--- src/rtl/frame_gen_param_if.sv ---
// User payload stream (valid/ready) plus the 8b/10b TX word bus toward the transceiver.
interface frame_gen_param_if #(parameter int BYTES = 2);
   localparam int W = 8 * BYTES;

   logic [W-1:0]     s_data;
   logic             s_valid;
   logic             s_ready;
   logic [W-1:0]     tx_data;
   logic [BYTES-1:0] tx_is_k;

   modport master (output s_data, s_valid, input s_ready, tx_data, tx_is_k);
   modport slave  (input s_data, s_valid, output s_ready, tx_data, tx_is_k);
endinterface

--- src/rtl/frame_gen_param.sv ---
// 8b/10b TX frame generator: comma idles, then SOF+seq, payload, XOR checksum, EOF.
// Every output is registered; the word chosen by the FSM appears one clock later.
module frame_gen_param #(
   parameter int         BYTES         = 2,
   parameter int         PAYLOAD_WORDS = 6,
   parameter int         IDLE_MIN      = 2,
   parameter logic [7:0] COMMA         = 8'hBC,
   parameter logic [7:0] SOF_K         = 8'hFB,
   parameter logic [7:0] EOF_K         = 8'hFD
) (
   input  logic             clk,
   input  logic             reset,
   input  logic             ready,
   input  logic [1:0]       mode,
   frame_gen_param_if.slave bus,
   output logic [15:0]      frame_cnt,
   output logic             busy
);
   localparam int W  = 8 * BYTES;
   localparam int SW = 8 * (BYTES - 1);
   localparam int IW = $clog2(IDLE_MIN + 1);
   localparam int PW = $clog2(PAYLOAD_WORDS + 1);

   typedef enum logic [2:0] {ST_IDLE, ST_SOF, ST_PAY, ST_CSUM, ST_EOF} state_t;

   state_t           state_q, state_d;
   logic [IW-1:0]    idle_cnt_q, idle_cnt_d, idle_inc;
   logic [PW-1:0]    pay_cnt_q, pay_cnt_d;
   logic [1:0]       mode_q, mode_d;
   logic [W-1:0]     csum_q, csum_d;
   logic [W-1:0]     ctr_q, ctr_d;
   logic [14:0]      prbs_q, prbs_d, prbs_nxt;
   logic [W-1:0]     prbs_word;
   logic [15:0]      frame_cnt_q, frame_cnt_d;
   logic [W-1:0]     tx_data_q, tx_data_d;
   logic [BYTES-1:0] tx_is_k_q, tx_is_k_d;
   logic             s_ready_q, s_ready_d;
   logic             busy_q, busy_d;
   logic [W-1:0]     pay_word;
   logic             pay_take;
   logic [SW-1:0]    seq;

   // PRBS-15 (x^15+x^14+1): W feedback bits per word, first generated bit lands in bit 0.
   always_comb begin
      prbs_word = '0;
      prbs_nxt  = prbs_q;
      for (int i = 0; i < W; i++) begin
         prbs_word[i] = prbs_nxt[14] ^ prbs_nxt[13];
         prbs_nxt     = {prbs_nxt[13:0], prbs_word[i]};
      end
   end

   always_comb begin
      state_d     = state_q;
      idle_cnt_d  = idle_cnt_q;
      pay_cnt_d   = pay_cnt_q;
      mode_d      = mode_q;
      csum_d      = csum_q;
      ctr_d       = ctr_q;
      prbs_d      = prbs_q;
      frame_cnt_d = frame_cnt_q;
      tx_data_d   = '0;
      tx_is_k_d   = '0;
      s_ready_d   = 1'b0;
      busy_d      = 1'b0;
      pay_word    = '0;
      pay_take    = 1'b0;
      seq         = SW'(frame_cnt_q);
      idle_inc    = (idle_cnt_q >= IW'(IDLE_MIN)) ? idle_cnt_q : idle_cnt_q + IW'(1);

      if (ready) begin
         busy_d = (state_q != ST_IDLE);
         case (state_q)
            ST_IDLE: begin
               tx_data_d  = {BYTES{COMMA}};
               tx_is_k_d  = '1;
               idle_cnt_d = idle_inc;
               // The idle word emitted in this cycle counts toward the minimum gap.
               if (idle_inc >= IW'(IDLE_MIN) && mode != 2'd0 &&
                   (mode != 2'd3 || bus.s_valid)) begin
                  state_d = ST_SOF;
                  mode_d  = mode;
               end
            end
            ST_SOF: begin
               tx_data_d = {seq, SOF_K};
               tx_is_k_d = BYTES'(1);
               csum_d    = '0;
               pay_cnt_d = '0;
               s_ready_d = (mode_q == 2'd3);
               state_d   = ST_PAY;
            end
            ST_PAY: begin
               case (mode_q)
                  2'd1: begin
                     pay_word = ctr_q;
                     pay_take = 1'b1;
                     ctr_d    = ctr_q + W'(1);
                  end
                  2'd2: begin
                     pay_word = prbs_word;
                     pay_take = 1'b1;
                     prbs_d   = prbs_nxt;
                  end
                  default: begin
                     pay_word = bus.s_data;
                     pay_take = bus.s_valid;
                  end
               endcase
               if (pay_take) begin
                  tx_data_d = pay_word;
                  csum_d    = csum_q ^ pay_word;
                  pay_cnt_d = pay_cnt_q + PW'(1);
               end else begin
                  tx_data_d = {BYTES{COMMA}};
                  tx_is_k_d = '1;
               end
               if (pay_take && pay_cnt_q == PW'(PAYLOAD_WORDS - 1)) begin
                  state_d = ST_CSUM;
               end else begin
                  s_ready_d = (mode_q == 2'd3);
               end
            end
            ST_CSUM: begin
               tx_data_d = csum_q;
               state_d   = ST_EOF;
            end
            ST_EOF: begin
               tx_data_d   = {{(W-8){1'b0}}, EOF_K};
               tx_is_k_d   = BYTES'(1);
               frame_cnt_d = frame_cnt_q + 16'd1;
               idle_cnt_d  = '0;
               state_d     = ST_IDLE;
            end
            default: state_d = ST_IDLE;
         endcase
      end else begin
         // Link held quiet: abort any frame, keep counter/PRBS/frame_cnt.
         state_d    = ST_IDLE;
         idle_cnt_d = '0;
      end
   end

   always_ff @(posedge clk or posedge reset) begin
      if (reset) begin
         state_q     <= ST_IDLE;
         idle_cnt_q  <= '0;
         pay_cnt_q   <= '0;
         mode_q      <= 2'd0;
         csum_q      <= '0;
         ctr_q       <= '0;
         prbs_q      <= '1;
         frame_cnt_q <= '0;
         tx_data_q   <= '0;
         tx_is_k_q   <= '0;
         s_ready_q   <= 1'b0;
         busy_q      <= 1'b0;
      end else begin
         state_q     <= state_d;
         idle_cnt_q  <= idle_cnt_d;
         pay_cnt_q   <= pay_cnt_d;
         mode_q      <= mode_d;
         csum_q      <= csum_d;
         ctr_q       <= ctr_d;
         prbs_q      <= prbs_d;
         frame_cnt_q <= frame_cnt_d;
         tx_data_q   <= tx_data_d;
         tx_is_k_q   <= tx_is_k_d;
         s_ready_q   <= s_ready_d;
         busy_q      <= busy_d;
      end
   end

   assign bus.tx_data = tx_data_q;
   assign bus.tx_is_k = tx_is_k_q;
   assign bus.s_ready = s_ready_q;
   assign frame_cnt   = frame_cnt_q;
   assign busy        = busy_q;
endmodule
--- src/flat_wrapper.sv ---
// flat-port wrapper written by rule: the top's interface ports become plain ports
module frame_gen_param_flat 
#(
   parameter int         BYTES         = 2,
   parameter int         PAYLOAD_WORDS = 6,
   parameter int         IDLE_MIN      = 2,
   parameter logic [7:0] COMMA         = 8'hBC,
   parameter logic [7:0] SOF_K         = 8'hFB,
   parameter logic [7:0] EOF_K         = 8'hFD
)
  (clk, reset, ready, mode, frame_cnt, busy, bus_s_data, bus_s_valid, bus_s_ready, bus_tx_data, bus_tx_is_k);
  frame_gen_param_if #(.BYTES(BYTES)) bus_i ();
  input  logic clk;
  input  logic reset;
  input  logic ready;
  input  logic [1:0] mode;
  output logic [15:0] frame_cnt;
  output logic busy;
  input wire logic [$bits(bus_i.s_data)-1:0] bus_s_data;
  input wire logic [$bits(bus_i.s_valid)-1:0] bus_s_valid;
  output wire logic [$bits(bus_i.s_ready)-1:0] bus_s_ready;
  output wire logic [$bits(bus_i.tx_data)-1:0] bus_tx_data;
  output wire logic [$bits(bus_i.tx_is_k)-1:0] bus_tx_is_k;
  assign bus_i.s_data = bus_s_data;
  assign bus_i.s_valid = bus_s_valid;
  assign bus_s_ready = bus_i.s_ready;
  assign bus_tx_data = bus_i.tx_data;
  assign bus_tx_is_k = bus_i.tx_is_k;
  frame_gen_param #(.BYTES(BYTES), .PAYLOAD_WORDS(PAYLOAD_WORDS), .IDLE_MIN(IDLE_MIN), .COMMA(COMMA), .SOF_K(SOF_K), .EOF_K(EOF_K)) u_core (.clk(clk), .reset(reset), .ready(ready), .mode(mode), .bus(bus_i), .frame_cnt(frame_cnt), .busy(busy));
endmodule
--- config.mk ---
export PLATFORM = sky130hd
export DESIGN_NAME = frame_gen_param_flat
export DESIGN_NICKNAME = d
export VERILOG_FILES = /design/src/rtl/frame_gen_param_if.sv /design/src/rtl/frame_gen_param.sv /design/src/flat_wrapper.sv
export SDC_FILE = /design/constraint.sdc
export NUM_CORES = 1
export LEC_CHECK = 0
export ABC_AREA = 1
export CAP_MARGIN = 10
export CORE_ASPECT_RATIO = 0.8
export CORE_UTILIZATION = 30
export DETAILED_ROUTE_END_ITERATION = 8
export PLACE_DENSITY = 0.55
export SLEW_MARGIN = 5
export SYNTH_ARGS = -nofsm -noshare
export SYNTH_HDL_FRONTEND = slang
export SYNTH_SLANG_ARGS = --single-unit
export TNS_END_PERCENT = 100
--- constraint.sdc ---
create_clock -name clk -period 3.5 [get_ports clk]
set_clock_uncertainty 0.1 [all_clocks]
set_input_delay 0.525 -clock clk [delete_from_list [all_inputs] [get_ports clk]]
set_output_delay 0.525 -clock clk [all_outputs]
set_load 0.1 [all_outputs]
# Word-level counts from Yosys, hierarchy flattened
# Index checks and enable logic that the tools add are counted.
[op_classes] n_mul=0 n_reduce_logical=16 bitwise_logic=17 div=0 n_addsub=4 shifts=0 muxes=27 magnitude_cmp=2 n_eq_ne=13
[op_table] cell="two-way mux 16 bit" n=5
[op_table] cell="one-hot mux 16 bit (5 select lines)" n=1
[op_table] cell="one-hot mux 16 bit (2 select lines)" n=2
[op_table] cell="adder 16 x 1 -> 16 bit (second input constant)" n=2
[op_table] cell="XOR 1 bit" n=16
[op_table] cell="XOR 16 bit" n=1
[op_table] cell="two-way mux 3 bit" n=4
[op_table] cell="one-hot mux 3 bit (4 select lines)" n=1
[op_table] cell="AND reduction 3 bit" n=4
[op_table] cell="two-way mux 2 bit" n=4
[op_table] cell="== test 3 x 2 -> 1 bit (second input constant)" n=2
[op_table] cell="== test 3 bit (second input constant)" n=2
[op_table] cell="two-way mux 1 bit" n=6
[op_table] cell="inequality test 3 x 2 -> 1 bit (second input constant)" n=2
[op_table] cell="one-hot mux 2 bit (3 select lines)" n=1
[op_table] cell="one-hot mux 3 bit (2 select lines)" n=1
[op_table] cell="== test 2 bit (second input constant)" n=2
[op_table] cell="greater-or-equal comparator 2 bit (second input constant)" n=2
[op_table] cell="one-hot mux 2 bit (2 select lines)" n=1
[op_table] cell="AND reduction 2 bit" n=2
[op_table] cell="nonzero test 2 bit" n=2
[op_table] cell="OR reduction 2 bit" n=2
[op_table] cell="adder 3 x 1 -> 3 bit (second input constant)" n=1
[op_table] cell="== test 3 x 1 -> 1 bit (second input constant)" n=1
[op_table] cell="10 further kinds" n=12
[totals] ff_bits=93 latchBits=0 memories=0 output_inout_bits=36 word_cells=91 mem_bits_rw=0 in_bits=22 romBits=0

# Depth between registers and ports, before layout
# Gate-level depths: netlist of run 1.
[depth] depth_word=9 mapped_depth=12 ltp_nobuf=11

# Worst setup path before layout of run 1
# No wires, ideal clock.
[synth_path] kind="reg-to-reg" start="reg u_core.frame_cnt_q[0], in the netlist u_core.frame_cnt[0]" end="reg u_core.frame_cnt_q[8], in the netlist u_core.frame_cnt[8]" path_buffers=0 setup_ns=0.163 arrival_time_ns=1.852 slack_ns=1.385 t_required_ns=3.237 synth_period_minus_slack_ns=2.115 path_stages_with_launch=7 cell_sequence="dfrtp_1 ha_1 inv_1 nor2_1 nand3_2 nor3_1 xor2_1"
[synth_between] elab_chain_len=1
[synth_rtl] item="start, declared" line="frame_gen_param.sv:34" source="logic [15:0] frame_cnt_q, frame_cnt_d;"
[synth_rtl] item="start signal, assigned" line="frame_gen_param.sv:166" source="frame_cnt_q <= frame_cnt_d;"
[synth_rtl] item="adder 16 x 1 -> 16 bit" line="frame_gen_param.sv:131" source="frame_cnt_d = frame_cnt_q + 16'd1;"
# Every way passes these cells.
# A chain may end at the register's enable or synchronous reset.

# Final worst setup path of run 1
[layout_path] start="reg u_core.mode_q[0]" end="reg u_core.csum_q[11]"
[layout_between] elab_chain_len=7 elab_cells_between_ends=14 classes_between="eq/ne: 3; mux: 8; bitwise: 1; reduce/logical: 2"
[layout_rtl] item="start, declared" line="frame_gen_param.sv:29" source="logic [1:0] mode_q, mode_d;"
[layout_rtl] item="start signal, assigned" line="frame_gen_param.sv:162" source="mode_q <= mode_d;"
[layout_rtl] item="== test 2 bit / == test 2 x 1 -> 1 bit (equally long branches)" line="frame_gen_param.sv:94" source="case (mode_q)"
[layout_rtl] item="one-hot mux 16 bit (2 select lines) / OR reduction 2 bit (equally long branches)"
[layout_rtl] item="two-way mux 16 bit / two-way mux 1 bit (equally long branches)" line="frame_gen_param.sv:73, frame_gen_param.sv:94"
[layout_rtl] item="two-way mux 16 bit / two-way mux 1 bit (equally long branches)" line="frame_gen_param.sv:71, frame_gen_param.sv:73"
[layout_rtl] item="XOR 16 bit / two-way mux 1 bit (equally long branches)" line="frame_gen_param.sv:112, frame_gen_param.sv:71"
[layout_rtl] item="two-way mux 16 bit / inequality test 2 x 1 -> 1 bit (equally long branches)"
[layout_rtl] item="one-hot mux 16 bit (2 select lines) / AND reduction 3 bit (equally long branches)"
[layout_rtl] item="end signal, assigned" line="frame_gen_param.sv:163" source="csum_q <= csum_d;"
[layout_rtl] item="end, declared" line="frame_gen_param.sv:30" source="logic [W-1:0] csum_q, csum_d;"
# Parallel ways exist; a longest one is shown, timed or not. The select of a mux whose other input is x is not followed.

==> impl_metrics.csv, run 1 <==
group,metric,value,unit
worst_setup_path,path_class,"flop to flop",
synthesis,synth_area_per_cell,8.20,um2
detailed_routing,via_count,4369,
floorplanning,initial_utilization,0.309,
timing,setup_viol,0,
worst_setup_path,critical_path_arrival,2.75,ns
synthesis,synth_warnings,0,
layout,layout.nets,707,
placement,placed_cells,886,
clock_tree,cts_sinks,93,
floorplanning,dieArea,17600,um2
status,status,"completed",
detailed_routing,drt-initial-drc-count,390,
synthesis,syn_area,5120,um2
pwr,vdd_drop_max,0.291,mV
synthesis,synthCells,625,
detailed_routing,vias_per_cell,4.84,
clock_tree,insertion_delay,0.35,ns
timing,period_share,0.746,
layout,num-fill-cells,1739,
detailed_routing,drc,0,
floorplanning,rows,42,
timing,hold_viol,0,
clock_tree,post-cts-setup-buffers,0,
synthesis,synth-adder-area-share,0.0195,
global_routing,grt_first_pass_wirelength,22.9,mm
worst_setup_path,setup.worst_path.start,"u_core.mode_q[0]$_DFFE_PP0P_",
timing,setup-tns-final,0,ns
global_routing,antenna_found_initial,0,
timing,fin_crit,2.61,ns
layout,layout.area.seq,2350,um2
layout,layout_commonest_cell,"nand2_1",
global_routing,grt_overflow_total,0,
pwr,finalPower,0.00493,W
global_routing,grt_usage,0.169,
pwr,p_leak,2.92,nW
detailed_routing,wl,13.9,mm
placement,io_buffers,57,
placement,place_congestion,0.892,
synthesis,yosysTopAreaCellShare,0.381,
timing,slew_headroom,0.344,
layout,diodes,0,
clock_tree,hold_buffers,0,
worst_setup_path,worstReg2RegStart,"u_core.mode_q[0]$_DFFE_PP0P_",
layout,final_cell_mix,"nand2_1 (174), dfrtp_1 (78), clkdlybuf4s50_1 (57)",
clock_tree,cts-root-buf,"clkbuf_16",
synthesis,synth_area_leaders,"dfrtp_1 (38%), nand2_1 (13%), dfstp_2 (7.7%)",
global_routing,grt_pass1_vias,4313,
run,drv_cap,0,
clock_tree,cts_tree,"yes",
layout,drive_gt1_frac,0.120,
layout,multi_input_area,2450,um2
synthesis,ys_seq_elements,93,
global_routing,grt_start_max_net_pins,82,
worst_setup_path,cp_max_fo,24,
detailed_routing,wl_per_cell,15.4,um
layout,area_delta_synth_final,20.9,%
floorplanning,fp.dieW,148,um
timing,fmax,0.383,GHz
clock_tree,cts_buffer_depth,2,
worst_setup_path,slowest_delay,0.48,ns
worst_setup_path,worstPathRequired,3.64,ns
clock_tree,cts_buffers,9,
synthesis,muxShareOfSynthArea,0.0264,
hold_path,hp-class,"input port to async pin",
clock_tree,clkTransAtPathRegs,0.07,ns
detailed_routing,postRouteAntennaNets,0,
timing,rsz0062_at_grt,"false",
synthesis,yosysSeqAreaShare,0.458,
worst_setup_path,critPathLaunchType,"flop",
floorplanning,die_y,119,um
layout,final_cells,902,
clock_tree,htreeDepth,3,
synthesis,synth_nets,655,
synthesis,synth_compound_gate_area_share,0.0713,
worst_setup_path,end_kind,"flop",
worst_setup_path,crit_slowest_cell,"ha_1",
placement,hpwl,10.2,mm
timing,drv_slew,0,
pwr,power_density,796,nW/um2
synthesis,yosys.area_share.xor_xnor,0.0667,
synthesis,synth_top_family_by_area,"simple AND/OR/NAND/NOR gates",
floorplanning,core-area,16600,um2
synthesis,ys_types,35,
clock_tree,cts_resized,0,
timing,worst_pin_slew,0.980,ns
floorplanning,io_pins,58,
detailed_routing,drtPass1Iterations,5,
synthesis,synth-simple-area-share,0.293,
synthesis,synth_area_leader_cell,"dfrtp_1",
worst_setup_path,cp_cell_sequence,"inv_1, ha_1, inv_2, nor2_2, inv_1, nor2_4, nor2_4, inv_2, nand2_1, nand2_1",
## flip-flops by register name (all words and copies together), names as in the netlist
signal              flops
u_core.pay_cnt_q        3
u_core.ctr_q           16
u_core.busy             1
u_core.bus.tx_is_k      2
u_core.bus.s_ready      1
u_core.state_q          3
u_core.idle_cnt_q       2
u_core.csum_q          16
u_core.bus.tx_data     16
u_core.mode_q           2
u_core.prbs_q          15
u_core.frame_cnt       16
## area by class of cell
| cell class | count | area share |
|---|---|---|
| inverter | 60 | 0.0365 |
| clock inverter | 7 | 0.0129 |
| tap | 220 | 0.0444 |
| timing repair buffer | 59 | 0.0965 |
| multi-input combinational | 454 | 0.395 |
| clock buffer | 9 | 0.0363 |
| sequential | 93 | 0.379 |
## report_power, final
part / total (W) / internal, W / switching, W
registers: 0.00159 / 0.00135 / 0.000234
logic: 0.00232 / 0.000638 / 0.00168
clock network: 0.00102 / 0.000565 / 0.000460
## per-stage QoR
stage | hold WS, ns | setup WS [ns] | util | cell area, um2
final | 0.336 | 0.889 | 0.373 | 6200
after global routing | 0.352 | 0.676 | 0.373 | 6200
after CTS | 0.330 | 0.878 | 0.373 | 6200
after detailed placement | 0.387 | 0.901 | 0.355 | 5890
after global placement | 0.384 | 0.983 | 0.355 | 5890
after floorplan | 0.372 | 0.480 | - | 5120
## kinds of logic after synthesis
kind of cell | after synthesis
AO/OA/AOI/OAI | 66
XOR/XNOR | 39
adder cells (fa/ha/maj) | 8
buffers and inverters | 78
flip-flops | 93
multiplexers | 11
AND/OR/NAND/NOR | 330
## worst max-delay path: cells and delay by family (launching register included)
kind	cells	cell delay, ns
buf+inv	4	0.72
fa+ha+maj	1	0.48
simple gates	5	0.80
flops	1	0.39
## metal layers
metal,wire (um),global-route usage,part of all wire,vias to the layer above
li1,-,-,-,2122
met3,868,0.0314,0.063,15
met2,5690,0.237,0.41,146
met1,7090,0.259,0.51,2086
met5,0,0,0,-
met4,213,0.0490,0.015,0
## cells in the mapped netlist
library cell and number:
nor3_1 11, dfrtp_1 78, buf_2 8, nand2_1 174
nand4_1 17, buf_4 4, a21oi_1 28, nand3_1 44
and3_1 1, and2_1 1, buf_6 2, nand3_4 2
nor2_1 51, nand3b_1 1, xor2_1 33, nor2_2 3
nor2_4 4, o21ai_0 18, mux2_4 3, nand3_2 1
xnor2_1 6, inv_1 53, nor2_8 1, mux2_2 8
inv_2 7, nand2_2 1, a31oi_1 9, o22ai_1 3
o211ai_1 4, dfstp_2 15, nand2_4 2, or2_2 16
ha_1 8, clkbuf_1 4, o21a_1 4
## final timing paths
check | to | slack (ns) | depth (start not counted)
setup / recovery | u_core.csum_q[11]$_DFFE_PP0P_ | 0.89 | 10
hold / removal | u_core.busy$_DFF_PP0_ | 0.34 | 2
setup reg to reg | u_core.csum_q[11]$_DFFE_PP0P_ | 0.89 | 10
hold reg to reg | u_core.frame_cnt[13]$_DFFE_PP0P_ | 0.40 | 1
max in group asynchronous | u_core.prbs_q[2]$_DFFE_PP1P_ | 2.21 | 3
min in group clk | u_core.frame_cnt[13]$_DFFE_PP0P_ | 0.40 | 1
Power figures use the tool's default switching activity.
==> run 2, diff against run 1 <==
--- a/config.mk
+++ b/config.mk
@@ -10,7 +10,7 @@
 export CORE_ASPECT_RATIO = 0.8
 export CORE_UTILIZATION = 30
 export DETAILED_ROUTE_END_ITERATION = 8
-export PLACE_DENSITY = 0.55
+export PLACE_DENSITY = 0.57
 export SLEW_MARGIN = 5
 export SYNTH_ARGS = -nofsm -noshare
 export SYNTH_HDL_FRONTEND = slang
==> constraint.sdc (replaced) <==
create_clock -name clk -period 2.15 [get_ports clk]
set_clock_uncertainty 0.1 [all_clocks]
set_input_delay 0.3225 -clock clk [delete_from_list [all_inputs] [get_ports clk]]
set_output_delay 0.3225 -clock clk [all_outputs]
set_load 0.1 [all_outputs]
==> run 2 against run 1 <==
Setup slack lost 0.70 ns. Sequential cell count unchanged. First-iteration DRC count fell by 27%. Combinational power up 65%. Critical endpoint is now u_core.bus.tx_data[12]$_DFF_PP0_. Die area stayed put. Largest cell class unchanged.
==> impl_metrics.csv, run 2 (same netlist as run 1, synthesis figures left out) <==
group,metric,value,unit
status,status,"completed",
layout,area_delta_synth_final,21.9,%
floorplanning,rows,42,
layout,drive_gt1_frac,0.192,
placement,hpwl,9.52,mm
worst_setup_path,critPathLaunchType,"flop",
layout,layout.nets,723,
clock_tree,post-cts-setup-buffers,0,
timing,period_share,0.912,
worst_setup_path,worstReg2RegStart,"u_core.mode_q[0]$_DFFE_PP0P_",
global_routing,grt_pass1_vias,3983,
timing,hold_viol,0,
floorplanning,initial_utilization,0.309,
detailed_routing,wl_per_cell,14.2,um
clock_tree,cts_buffers,9,
placement,place_congestion,0.814,
timing,setup-tns-final,0,ns
pwr,vdd_drop_max,0.501,mV
run,drv_cap,0,
clock_tree,cts_resized,0,
floorplanning,fp.dieW,148,um
worst_setup_path,r2r_end,"u_core.bus.tx_data[12]$_DFF_PP0_",
worst_setup_path,rr_worst_depth,9,
detailed_routing,drtPass1Iterations,4,
clock_tree,cts_tree,"yes",
clock_tree,cts_sinks,93,
clock_tree,insertion_delay,0.36,ns
timing,fmax,0.510,GHz
clock_tree,htreeDepth,3,
global_routing,grt_overflow_total,0,
global_routing,antenna_found_initial,0,
detailed_routing,postRouteAntennaNets,0,
floorplanning,die_y,119,um
placement,dp_worst_setup_slack,0.155,ns
timing,holdWs,0.372,ns
global_routing,grt_usage,0.162,
detailed_routing,drt-initial-drc-count,284,
timing,drv_slew,0,
worst_setup_path,end_kind,"flop",
pwr,p_leak,3.05,nW
worst_setup_path,critical_path_arrival,2.10,ns
clock_tree,hold_buffers,0,
detailed_routing,via_count,4198,
worst_setup_path,cp_max_fo,5,
floorplanning,dieArea,17600,um2
floorplanning,core-area,16600,um2
hold_path,hp-class,"input port to async pin",
timing,rsz0062_at_grt,"false",
layout,diodes,0,
pwr,power_density,1300,nW/um2
timing,setup_viol,0,
layout,layout_commonest_cell,"nand2_1",
timing,worst_pin_slew,0.501,ns
timing,fin_crit,1.96,ns
global_routing,grt_first_pass_wirelength,21.8,mm
detailed_routing,vias_per_cell,4.57,
clock_tree,cts_buffer_depth,2,
worst_setup_path,path_class,"flop to flop",
worst_setup_path,worstPathRequired,2.29,ns
clock_tree,cts-root-buf,"clkbuf_16",
worst_setup_path,rrSetupSlack,0.19,ns
timing,worst_slack,0.190,ns
timing,slew_headroom,0.666,
detailed_routing,wl,13.1,mm
detailed_routing,drc,0,
clock_tree,clkTransAtPathRegs,0.07,ns
global_routing,grt_start_max_net_pins,94,
floorplanning,io_pins,58,
placement,io_buffers,57,
layout,final_cell_mix,"nand2_1 (174), dfrtp_1 (78), buf_4 (53)",
==> run 2: power by group <==
group / switching (W) / internal (W)
logic: 0.00271 / 0.00111
registers: 0.000363 / 0.00220
clock network: 0.000719 / 0.00100
total: 0.00379 / 0.00432
==> run 2: worst max path at each step <==
stage / end / depth (start not counted) / startpoint
after global placement: u_core.frame_cnt[12]$_DFFE_PP0P_ / 7 / ready
final: u_core.bus.tx_data[12]$_DFF_PP0_ / 9 / u_core.mode_q[0]$_DFFE_PP0P_
after CTS: u_core.bus.tx_data[12]$_DFF_PP0_ / 9 / u_core.mode_q[0]$_DFFE_PP0P_
after global routing: u_core.bus.tx_data[10]$_DFF_PP0_ / 9 / u_core.mode_q[0]$_DFFE_PP0P_
after floorplan: u_core.frame_cnt[8]$_DFFE_PP0P_ / 6 / u_core.frame_cnt[0]$_DFFE_PP0P_
after detailed placement: u_core.frame_cnt[11]$_DFFE_PP0P_ / 7 / ready
==> run 2: critical path, cell delays in order, from the launching register on <==
cell and delay [ns]:
dfrtp_1 0.40, inv_1 0.06, ha_1 0.33, inv_2 0.07, nor2_2 0.04, inv_1 0.11, nor2_4 0.08, nor2_1 0.32
o211ai_1 0.14, o21a_1 0.20
==> run 2: area by class of cell <==
type                       count  area [um2]
tap                          220         275
multi-input combinational    454        2450
clock inverter                 4        53.8
sequential                    93        2350
timing repair buffer          75         628
fill                        1765       10400
clock buffer                  12         267
inverter                      60         229
==> run 2: per-stage QoR <==
stage | utilization | instances | total power, W | instance area (um2)
detailed placement | 0.357 | 902 | 0.00641 | 5920
CTS | 0.376 | 918 | 0.00817 | 6240
finish | 0.376 | 918 | 0.00811 | 6240
global placement | 0.357 | 902 | 0.00640 | 5920
floorplan | - | 625 | 0.00536 | 5130
global route | 0.376 | 918 | 0.00870 | 6240
==> run 2: metal layers <==
layer,global-route usage,vias to the layer above,part of all wire
met5,0,-,0
met3,0.0421,12,0.044
met1,0.255,1942,0.54
li1,-,2157,-
met2,0.212,87,0.40
met4,0.0457,0,0.014
==> run 3, diff against run 2 <==
--- a/config.mk
+++ b/config.mk
@@ -7,9 +7,10 @@
 export LEC_CHECK = 0
 export ABC_AREA = 1
 export CAP_MARGIN = 10
-export CORE_ASPECT_RATIO = 0.8
+export CORE_ASPECT_RATIO = 2
 export CORE_UTILIZATION = 30
 export DETAILED_ROUTE_END_ITERATION = 8
+export GPL_ROUTABILITY_DRIVEN = 0
 export PLACE_DENSITY = 0.57
 export SLEW_MARGIN = 5
 export SYNTH_ARGS = -nofsm -noshare
==> run 3 against run 2 <==
Cell count fell by 1.1%. Routed wire length grew 8.1%. Non-clock buffer count rose by 3. Global-route usage rose by 0.98 points. Maximum frequency fell by 0.62%. Combinational power increased by 1%. First-iteration DRC count decreased by 24%. Register-to-register slack about the same. Worst hold slack got worse by 0.026 ns. Sequential power barely moved. Clock power is 12% lower. Highest routed layer unchanged.
==> impl_metrics.csv, run 3 (same netlist as run 1, synthesis figures left out) <==
group,metric,value,unit
status,status,"completed",
layout,area_delta_synth_final,21.3,%
layout,drive_gt1_frac,0.195,
floorplanning,core-area,16800,um2
pwr,p_leak,3.04,nW
placement,hpwl,10.8,mm
layout,diodes,0,
floorplanning,dieArea,17600,um2
detailed_routing,vias_per_cell,4.77,
timing,fmax,0.507,GHz
detailed_routing,via_count,4330,
clock_tree,cts-root-buf,"clkbuf_16",
layout,layout_commonest_cell,"nand2_1",
global_routing,antenna_found_initial,0,
detailed_routing,wl,14.1,mm
worst_setup_path,end_kind,"flop",
layout,num-fill-cells,1759,
worst_setup_path,critPathLaunchType,"flop",
timing,hold_viol,0,
timing,setup_viol,0,
worst_setup_path,cp_max_fo,16,
timing,fin_crit,1.97,ns
floorplanning,rows,67,
global_routing,grt_start_max_net_pins,94,
clock_tree,insertion_delay,0.35,ns
clock_tree,cts_sinks,93,
detailed_routing,drc,0,
detailed_routing,postRouteAntennaNets,0,
detailed_routing,drt-initial-drc-count,215,
clock_tree,cts_buffer_depth,2,
detailed_routing,wl_per_cell,15.6,um
clock_tree,htreeDepth,3,
global_routing,grt_usage,0.172,
worst_setup_path,critical_path_arrival,2.12,ns
floorplanning,fp.dieW,94.4,um
layout,final_cell_mix,"nand2_1 (174), dfrtp_1 (78), buf_4 (56)",
run,drv_cap,0,
timing,rsz0062_at_grt,"false",
pwr,vdd_drop_max,0.642,mV
clock_tree,clkTransAtPathRegs,0.07,ns
timing,worst_pin_slew,0.519,ns
global_routing,grt_first_pass_wirelength,22.7,mm
floorplanning,io_pins,58,
layout,layout.nets,726,
timing,period_share,0.918,
detailed_routing,drtPass1Iterations,4,
pwr,finalPower,0.00794,W
timing,slew_headroom,0.651,
global_routing,grt_overflow_total,0,
timing,drv_slew,0,
pwr,power_density,1280,nW/um2
worst_setup_path,path_class,"flop to flop",
clock_tree,cts_tree,"yes",
placement,io_buffers,57,
floorplanning,initial_utilization,0.306,
floorplanning,die_y,187,um
worst_setup_path,worstPathRequired,2.30,ns
global_routing,grt_pass1_vias,4461,
timing,holdWs,0.345,ns
hold_path,hp-class,"input port to async pin",
clock_tree,cts_buffers,9,
-- run 3: cell count changes in the layout (fill, tap and decap cells not counted) --
cell | before | now
buf_4 | 53 | 56
clkbuf_8 | 3 | 1
bufinv_16 | 1 | 0
clkbuf_1 | 0 | 1
clkinv_2 | 0 | 1
clkinv_4 | 0 | 1
clkinvlp_4 | 3 | 4
inv_6 | 1 | 0
nor3_1 | 11 | 10
nor3_2 | 0 | 1
-- run 3: worst paths after layout --
path	startpoint	endpoint	slack, ns	cells past startpoint
hold / removal	reset	u_core.bus.tx_data[1]$_DFF_PP0_	0.35	3
setup / recovery	u_core.mode_q[0]$_DFFE_PP0P_	u_core.pay_cnt_q[2]$_DFFE_PP0P_	0.18	11
hold reg to reg	u_core.frame_cnt[15]$_DFFE_PP0P_	u_core.frame_cnt[15]$_DFFE_PP0P_	0.41	2
min in group clk	u_core.frame_cnt[15]$_DFFE_PP0P_	u_core.frame_cnt[15]$_DFFE_PP0P_	0.41	2
max in group asynchronous	reset	u_core.prbs_q[4]$_DFFE_PP1P_	1.18	3
setup reg to reg	u_core.mode_q[0]$_DFFE_PP0P_	u_core.pay_cnt_q[2]$_DFFE_PP0P_	0.18	11
-- run 3: repair_timing --
item                                    CTS  global route
setup buffers                             0             0
hold endpoints to repair                  0             0
gates resized for setup                   0             1
endpoints found under the setup margin    0             8
hold buffers                              0             0
-- run 3: metrics by stage --
step	setup slack [ns]	util	area (um2)	setup TNS, ns	instances
finish	0.177	0.371	6210	0	908
CTS	0.0380	0.370	6210	0	908
global placement	-0.0269	0.354	5930	-0.102	892
global route	0.00420	0.371	6210	0	908
floorplan	0.0349	-	5130	0	625
detailed placement	-0.0651	0.354	5930	-0.213	892
-- run 3: metal layers --
metal,track usage,up-vias,wire [um]
met5,0,-,0
met1,0.181,2077,5230
met3,0.0215,26,310
li1,-,2152,-
met4,0.0982,0,566
met2,0.317,75,8020
-- run 3: critical path, stage by stage, from the launching register on --
cell and delay, ns:
dfrtp_1 0.34, inv_1 0.05, ha_1 0.31, inv_2 0.07
nor2_2 0.04, inv_1 0.11, nor2_4 0.07, nor2_4 0.34
buf_4 0.26, nand3_1 0.09, nand2_1 0.06, nor2_1 0.04
-- run 3: power by group --
group	leakage [nW]	switching, W	internal [W]	total (W)
clock network	0.128	0.000701	0.000817	0.00152
registers	1.18	0.000358	0.00220	0.00256
logic	1.73	0.00274	0.00112	0.00386
total	3.04	0.00379	0.00414	0.00794
-- run 3: final cells by class --
class | instances | area [um2] | share of cell area
clock inverter | 5 | 36.3 | 0.00584
inverter | 60 | 229 | 0.0368
sequential | 93 | 2350 | 0.377
tap | 207 | 259 | 0.0417
timing repair buffer | 78 | 651 | 0.105
clock buffer | 11 | 243 | 0.0391
multi-input combinational | 454 | 2450 | 0.394
